`config.mk`:
```
export PLATFORM = sky130hd
export DESIGN_NAME = dmem_mmio_responder
export DESIGN_NICKNAME = d
export VERILOG_FILES = /design/src/rtl/dmem_mmio_responder.sv
export SDC_FILE = /design/constraint.sdc
export NUM_CORES = 1
export LEC_CHECK = 0
export BUFFER_PORTS_ARGS = -buffer_cell sky130_fd_sc_hd__buf_2
export CORE_MARGIN = 8
export CORE_UTILIZATION = 55
export DETAILED_ROUTE_END_ITERATION = 8
export GPL_TIMING_DRIVEN = 1
export PLACE_DENSITY = 0.77
export SLEW_MARGIN = 5
export SYNTH_ARGS = -nofsm -noshare
export SYNTH_HDL_FRONTEND = slang
export SYNTH_SLANG_ARGS = --single-unit
```
`constraint.sdc`:
```
create_clock -name clock -period 3.8 [get_ports clock]
set_input_delay 0.76 -clock clock [delete_from_list [all_inputs] [get_ports clock]]
set_output_delay 0.76 -clock clock [all_outputs]
set_load 0.05 [all_outputs]
```
`src/rtl/dmem_mmio_responder.sv`:
```
// Data-memory responder: passes dmem accesses through to the syncram and decodes the top of the
// word address space into a cycle counter, a one-shot down-timer and a TX byte FIFO.
module dmem_mmio_responder #(
    parameter logic [11:0] MMIO_BASE  = 12'hF00,
    parameter int unsigned FIFO_DEPTH = 8
) (
    input  logic        clock,
    input  logic        reset,
    input  logic [11:0] address_dmem,
    input  logic [31:0] data,
    input  logic        wren,
    output logic [31:0] q_dmem,
    output logic [11:0] ram_address,
    output logic [31:0] ram_data,
    output logic        ram_wren,
    input  logic [31:0] ram_q,
    output logic [7:0]  tx_data,
    output logic        tx_valid,
    input  logic        tx_ready,
    output logic        irq
);

    localparam int unsigned PtrW = (FIFO_DEPTH > 1) ? $clog2(FIFO_DEPTH) : 1;
    localparam int unsigned CntW = PtrW + 1;
    localparam logic [CntW-1:0] DepthCnt = CntW'(FIFO_DEPTH);

    localparam logic [11:0] OffCycle  = 12'd0;
    localparam logic [11:0] OffTimer  = 12'd1;
    localparam logic [11:0] OffStatus = 12'd2;
    localparam logic [11:0] OffTx     = 12'd3;

    // ------------------------------------------------------------------
    // Decode
    // ------------------------------------------------------------------
    logic        is_mmio;
    logic [11:0] offset;
    logic        mmio_wr;
    logic        wr_timer;
    logic        wr_status;
    logic        wr_tx;

    always_comb begin
        is_mmio   = (address_dmem >= MMIO_BASE);
        offset    = address_dmem - MMIO_BASE;
        // State updates from the bus are suppressed during the reset cycle.
        mmio_wr   = wren & is_mmio & ~reset;
        wr_timer  = mmio_wr & (offset == OffTimer);
        wr_status = mmio_wr & (offset == OffStatus);
        wr_tx     = mmio_wr & (offset == OffTx);
    end

    assign ram_address = address_dmem;
    assign ram_data    = data;
    assign ram_wren    = wren & ~is_mmio;

    // ------------------------------------------------------------------
    // State
    // ------------------------------------------------------------------
    logic [31:0]     cycle_q;
    logic [31:0]     timer_q, timer_d;
    logic            irq_pending_q, irq_pending_d;
    logic            overflow_q, overflow_d;
    logic            timer_expire;

    logic [7:0]      fifo_mem_q [FIFO_DEPTH];
    logic [PtrW-1:0] rd_ptr_q;
    logic [PtrW-1:0] wr_ptr_q;
    logic [CntW-1:0] count_q, count_d;
    logic            fifo_full;
    logic            fifo_empty;
    logic            pop;
    logic            push_ok;

    logic            sel_q;
    logic [31:0]     mmio_q;
    logic [31:0]     status_word;
    logic [31:0]     rd_val;

    // ------------------------------------------------------------------
    // Cycle counter
    // ------------------------------------------------------------------
    always_ff @(posedge clock) begin
        if (reset) begin
            cycle_q <= '0;
        end else begin
            cycle_q <= cycle_q + 32'd1;
        end
    end

    // ------------------------------------------------------------------
    // Down-timer and interrupt
    // ------------------------------------------------------------------
    always_comb begin
        timer_d      = timer_q;
        timer_expire = 1'b0;
        if (wr_timer) begin
            timer_d = data;
        end else if (timer_q != 32'd0) begin
            timer_d      = timer_q - 32'd1;
            timer_expire = (timer_q == 32'd1);
        end
    end

    // Sets are applied after W1C clears so a coincident event is never lost.
    always_comb begin
        irq_pending_d = irq_pending_q;
        overflow_d    = overflow_q;
        if (wr_status && data[0]) begin
            irq_pending_d = 1'b0;
        end
        if (wr_status && data[3]) begin
            overflow_d = 1'b0;
        end
        if (timer_expire) begin
            irq_pending_d = 1'b1;
        end
        if (wr_tx && !push_ok) begin
            overflow_d = 1'b1;
        end
    end

    always_ff @(posedge clock) begin
        if (reset) begin
            timer_q       <= '0;
            irq_pending_q <= 1'b0;
            overflow_q    <= 1'b0;
        end else begin
            timer_q       <= timer_d;
            irq_pending_q <= irq_pending_d;
            overflow_q    <= overflow_d;
        end
    end

    assign irq = irq_pending_q;

    // ------------------------------------------------------------------
    // TX FIFO
    // ------------------------------------------------------------------
    always_comb begin
        fifo_empty = (count_q == '0);
        fifo_full  = (count_q == DepthCnt);
        pop        = ~fifo_empty & tx_ready;
        push_ok    = wr_tx & (~fifo_full | pop);
    end

    always_comb begin
        count_d = count_q;
        if (push_ok && !pop) begin
            count_d = count_q + 1'b1;
        end else if (!push_ok && pop) begin
            count_d = count_q - 1'b1;
        end
    end

    always_ff @(posedge clock) begin
        if (reset) begin
            rd_ptr_q <= '0;
            wr_ptr_q <= '0;
            count_q  <= '0;
        end else begin
            count_q <= count_d;
            if (push_ok) begin
                wr_ptr_q <= wr_ptr_q + 1'b1;
            end
            if (pop) begin
                rd_ptr_q <= rd_ptr_q + 1'b1;
            end
        end
    end

    // Storage needs no reset; validity is tracked by the count.
    always_ff @(posedge clock) begin
        if (push_ok) begin
            fifo_mem_q[wr_ptr_q] <= data[7:0];
        end
    end

    assign tx_data  = fifo_mem_q[rd_ptr_q];
    assign tx_valid = ~fifo_empty;

    // ------------------------------------------------------------------
    // Read path: one registered stage to match the syncram latency
    // ------------------------------------------------------------------
    always_comb begin
        status_word      = '0;
        status_word[0]   = irq_pending_q;
        status_word[1]   = fifo_full;
        status_word[2]   = fifo_empty;
        status_word[3]   = overflow_q;
        status_word[8:4] = 5'(count_q);
    end

    always_comb begin
        rd_val = '0;
        if (is_mmio) begin
            case (offset)
                OffCycle:  rd_val = cycle_q;
                OffTimer:  rd_val = timer_q;
                OffStatus: rd_val = status_word;
                default:   rd_val = '0;
            endcase
        end
    end

    always_ff @(posedge clock) begin
        if (reset) begin
            sel_q  <= 1'b0;
            mmio_q <= '0;
        end else begin
            sel_q  <= is_mmio;
            mmio_q <= rd_val;
        end
    end

    assign q_dmem = sel_q ? mmio_q : ram_q;

endmodule
```
### Word level (Yosys, flattened, before mapping)

Memory sizes are Yosys's and may differ from the RTL's. A register that Yosys moved wholly into a read port is not among the register bits.
Cells that the tools add are included.
W data, S select, Z words.

| cells by class | value |
|---|---|
| $add $sub $neg | 7 |
| order comparisons | 1 |
| equal/unequal tests | 5 |
| mux-type cells | 16 |
| bitwise logic cells | 13 |
| reductions and logical operators | 15 |

Operators with widths:

| cell | number |
|---|---|
| $mux W32 | 3 |
| $pmux W32 S3 | 1 |
| $add A32 B1 Y32 const B | 1 |
| $eq A32 B1 Y1 const B | 1 |
| $reduce_bool A32 Y1 | 1 |
| $sub A32 B1 Y32 const B | 1 |
| $eq A12 B2 Y1 const B | 2 |
| $eq A12 B1 Y1 const B | 1 |
| $ge A12 B12 Y1 const B | 1 |
| $logic_not A12 Y1 | 1 |
| $sub A12 B12 Y12 const B | 1 |
| $and A1 B1 Y1 | 8 |
| $mux W1 | 8 |
| $mux W4 | 2 |
| $reduce_bool A2 Y1 | 4 |
| $add A3 B1 Y3 const B | 2 |
| $mux W3 | 2 |
| $logic_and A1 B1 Y1 | 5 |
| $add A4 B1 Y4 const B | 1 |
| $eq A4 B4 Y1 const B | 1 |
| $logic_not A4 Y1 | 1 |
| $not A1 Y1 | 4 |
| $sub A4 B1 Y4 const B | 1 |
| $logic_not A1 Y1 | 2 |
| other kinds (2) | 2 |

| word-level totals | value |
|---|---|
| bits in registers | 109 |
| RAM bits | 64 |
| input bits | 80 |
| logic and storage cells | 67 |
| memories | 1 |

Memory list:

| name | words | bits a word | read ports | clocked after Yosys merged registers in | write ports | RTL line | source |
|---|---|---|---|---|---|---|---|
| fifo_mem_q | 8 | 8 | 1 | 1 | 1 | 65 | `logic [7:0] fifo_mem_q [FIFO_DEPTH];` |

### Depth between registers and ports, before layout

| depth | value |
|---|---|
| word-level depth | 9 |
| gate-level depth with buffers | 12 |
| mapped depth without buffers | 11 |

### Worst setup path after synthesis

OpenSTA, ideal clock, no wires.

| timing | value |
|---|---|
| path type | input to register |
| start | in address_dmem[0] |
| end | reg count_q[3] |
| library setup time | 70 ps |
| arrival | 3195 ps |
| required time | 3730 ps |
| path slack | 535 ps |
| cell stages on the path | 12 |
| path buffers | 1 |
| cells stage by stage | clkbuf_1 -> nor2b_1 -> o21ai_0 -> nor3_1 -> ha_1 -> inv_1 -> ha_1 -> a21o_1 -> a21oi_1 -> xnor2_1 -> or3_1 -> a21oi_1 |

| between the ends | value |
|---|---|
| longest elaborated chain between the ends | 8 |
| elaborated cells on any way between the ends | 12 |
| classes of those cells | 1 x add/sub; 1 x order compare; 1 x eq/ne; 1 x mux; 4 x bitwise; 4 x reduce/logical |

Ends and longest elaborated chain:

| item | RTL line | source |
|---|---|---|
| from (decl) | 9 | `input logic [11:0] address_dmem,` |
| parallel branches: the longest is 3 deep, another holds $sub A12 B12 Y12 | - |  |
| $and A1 B1 Y1 (*) | 49 | `wr_tx = mmio_wr & (offset == OffTx);` |
| $and A1 B1 Y1 (*) | 143 | `push_ok = wr_tx & (~fifo_full \| pop);` |
| via push_ok | 72 | `logic push_ok;` |
| $logic_not A1 Y1 | 150 | `end else if (!push_ok && pop) begin` |
| $logic_and A1 B1 Y1 | 150 |  |
| $reduce_bool A2 Y1 (no source line) | - |  |
| to (signal assigned) | 161 | `count_q <= count_d;` |
| to (decl) | 68 | `logic [CntW-1:0] count_q, count_d;` |

Mark *: on every way through the listed nets, which the timed path passes.
A chain may end at the register's enable or synchronous reset.

### Final worst setup path

| timing | value |
|---|---|
| start | reg count_q[0] |
| end | reg count_q[3] |

| between the ends | value |
|---|---|
| longest elaborated chain between the ends | 8 |
| elaborated cells on any way between the ends | 16 |
| classes of those cells | 2 x add/sub; 1 x eq/ne; 2 x mux; 5 x bitwise; 6 x reduce/logical |

Ends and longest elaborated chain:

| item | RTL line | source |
|---|---|---|
| $logic_not A4 Y1 | 140 | `fifo_empty = (count_q == '0);` |
| $not A1 Y1 | 142 | `pop = ~fifo_empty & tx_ready;` |
| $and A1 B1 Y1 | 142 |  |
| $or A1 B1 Y1 (*) | 143 |  |
| $and A1 B1 Y1 (*) | 143 |  |
| via push_ok | 72 |  |
| $logic_not A1 Y1 | 150 |  |
| $logic_and A1 B1 Y1 | 150 |  |
| $reduce_bool A2 Y1 (no source line) | - |  |

Mark *: on every way through the listed nets, which the timed path passes. The rest lies on a longest branch. The select of a mux whose other input is x is not followed.

==> key figures <==
Critical path
  – Crit-path leading delay family: simple AND/OR/NAND/NOR gates
  – Worst Setup End Kind: flop
  – Reg2reg setup slack: around 0.85 ns
  – CP Class: reg2reg
  – Crit path launch type: flop
  – Arrival time at the worst endpoint: 3.31 ns
  – Crit-path cells: or4b_2 -> o21ai_0 -> nor3_1 -> ha_1 -> inv_1 -> ha_1 -> a21o_1 -> a21oi_1 -> xnor2_1 -> or3_1 -> a21oi_1
  – Critical path buffer and inverter count: 1
  – Largest stage delay, worst path: slightly above 0.7 ns
  – Worst Path Max Fanout: 6
  – Data required time of the worst path: 4.16 ns
  – Slowest CP cell: or4b_2

Detailed routing
  – Initial detailed-routing violation count: 443
  – Detailed Routing Iterations Pass 1: 5
  – Routed vias: between 5k and 6k
  – Via-per-instance ratio: about 5.6
  – DRC Markers: 0
  – DRT Wirelength: between 15000 and 20000 um
  – Avg WL per Cell: 17.0 um
  – ANT nets after route: 0

Final layout
  – Area Overhead vs Synth: 15.9%
  – Reg area: 0.00416 mm2
  – Multi-input logic area: approximately 0.0035 mm2
  – Fin area: approximately 0.0095 mm2
  – Fraction of layout cells with a size suffix above 1: roughly 30%
  – Antenna fix cells: 0
  – Final core utilization: between 60% and 70%
  – Layout Nets: slightly below 1k
  – Final cell count without fillers: 1074
  – Filler instances: between 1k and 1.5k

Timing
  – Fmax: 339 MHz
  – Final WS setup: 0.854 ns
  – Worst-Margin Slew: around 0.88 ns
  – Relative slew slack: 40.8%
  – Hold Vio Cnt, Final: 0
  – Final min period: 2.95 ns
  – Final number of max-transition violations: 0
  – Period utilization: just under 80%
  – Final Skew: 0.00972 ns
  – Final setup viols: 0
  – Setup TNS: 0 ns
  – RSZ-0062 raised after global routing: no

Clock network
  – CTS max path bufs: 2
  – TritonCTS Buffers: 17
  – Post-CTS resize count: 0
  – CTS Sinks: between 150 and 200
  – CTS Root Cell: clkbuf_16
  – Postcts setup bufs: 0
  – Hold buffers post-CTS: 0
  – TritonCTS clock tree: built
  – Htree depth: 4
  – Clk_lat worst skew: approximately 0.44 ns
  – Clock Pin Slew Worst Setup and Hold Paths: 0.07 ns

GRT
  – Initial antenna violation count: 0
  – GRT Residual Overflow: 0
  – Gr usage total: 19.2%
  – Most used routing layer: met2
  – Largest net degree at the start of global routing: 63
  – Met2 Resource Use GR: 31.8%
  – Global routing usage on met1: a little under a quarter
  – Met3 global-route usage: 4.90%
  – First-pass GRT wire length: about 30000 um
  – Vias in the first global route: ~6k

Synthesis
  – Mapped Avg Cell Area: 10.8 um2
  – Yosys top cell area share: a little over a quarter
  – Synth Warn #: 0
  – Mapped Area: around 0.008 mm2
  – Synth top area cells: dfxtp_1, edfxtp_1, mux2_2
  – Ys flop type: dfxtp_1
  – Yosys cell types: 45
  – Mapped Cells: about 760
  – #FFs+latches synth: roughly 180
  – Top-count cell post-synth: nor2_1
  – Cell taking the most area after synthesis: dfxtp_1
  – Number of flops mapped to enable cells by yosys: between 60 and 70
  – Synth async-reset ratio: 0%
  – Top cells by count, synth: nor2_1, dfxtp_1, edfxtp_1, buf_4, mux2_2
  – Sequential area share after synthesis: between 50% and 60%
  – Syn_nets: between 800 and 900

Floorplan
  – # rows: 44
  – Die H: approximately 140 um
  – Die area: around 0.019 mm2
  – Top-Level Pins: between 150 and 200
  – Core area: around 0.015 mm2
  – Initial core utilization: between 50% and 60%
  – Die width: 138 um

Placement
  – Buffers on Ports: between 150 and 200
  – Dpl ws: around 0.54 ns
  – Gpl congestion: 0.812
  – Dpl hpwl: between 10000 and 15000 um
  – DP Cell Count: 1042
  – Placed cell area: around 0.0089 mm2

Run
  – Max-Cap Viols: 0

Power and ir drop
  – Cell area power density: roughly 640 mW/mm2
  – VDD IR-drop max: ~0.00040 V
  – Leak: between 0.003 and 0.004 uW

Status
  – Status: finished, final reports clean

Min path
  – Worst hold path class: reg2reg
[stage by stage]
| step | hold slack, ns | power [uW] |
|---|---|---|
| final | 0.501 | 6130 |
| after global routing | 0.546 | 6480 |
| after CTS | 0.503 | 6150 |
| after detailed placement | 0.484 | 4400 |
| after global placement | 0.474 | 4380 |
| after floorplan | 0.438 | 3950 |
[path summary, 6_finish.rpt]
check | startpoint | to | depth (start not counted)
max | count_q[0] | count_q[3] | 11
min | cycle_q[0] | cycle_q[0] | 1
min reg2reg | cycle_q[0] | cycle_q[0] | 1
max reg2reg | count_q[0] | count_q[3] | 11
[placed cells by master (no fill, tap or decap), types with 4 or more instances in the layout]
master     count
or4_1          8
a211oi_1      26
mux2i_1       34
nor3b_1        8
a21oi_1       22
inv_6          5
nor2_1       119
clkbuf_16     17
nand2b_1       4
mux4_2        16
ha_1           8
edfxtp_1      64
nor3_1        18
nand3_1       21
nor4_1        13
xor2_1        37
dfxtp_1      112
buf_2        166
o21ai_0       10
nor2b_1        7
xnor2_1       21
mux2_2        40
or3_1          6
nand2_1       28
clkinv_8       6
nand4_1       13
buf_4         14
inv_1          7
and3_1        10
[report_power, final]
group	leakage, uW	switching, uW	total (uW)	internal [uW]
Clock	0.000296	846	1740	894
Sequential	0.00148	248	2370	2120
Combinational	0.00191	1180	2020	843
[flip-flops by register name, summed over array words and instances (netlist names), named ones only]
register	cells
rd_ptr_q	3
sel_q	1
overflow_q	1
irq	1
fifo_mem_q	64
wr_ptr_q	3
timer_q	32
count_q	4
mmio_q	32
cycle_q	32
[area by class of cell]
cell class / count / area share [%]
multi-input combinational: 494 / 37.1
inverter: 7 / 0.276
timing repair buffer: 181 / 10.0
sequential: 176 / 43.8
tap: 184 / 2.42
clock inverter: 15 / 1.93
clock buffer: 17 / 4.47
[cell families after synthesis]
logic type	count (synthesis)	share of synthesized area (%)
AOI/OAI and AO/OA	67	5.24
xor gates and xnor gates	58	6.19
adders and majority gates	9	1.46
buffers and inverters	91	6.31
DFF	176	50.7
muxes	90	14.0
and+or+nand+nor	270	16.1
[worst register-to-register path: cells and delay by family (launching register included)]
family | cells | cell delay [ns]
fa+ha+maj | 2 | 0.47
xor+xnor | 1 | 0.09
buf+inv | 1 | 0.11
flops | 1 | 0.38
simple gates | 3 | 1.11
compound gates | 4 | 0.70
[layer usage]
layer | vias to the layer above | routed length, um
li1 | 2918 | -
met5 | - | 0
met2 | 183 | 8980
met1 | 2847 | 8130
met3 | 25 | 882
met4 | 0 | 296
(Power assumes the default switching activity.)
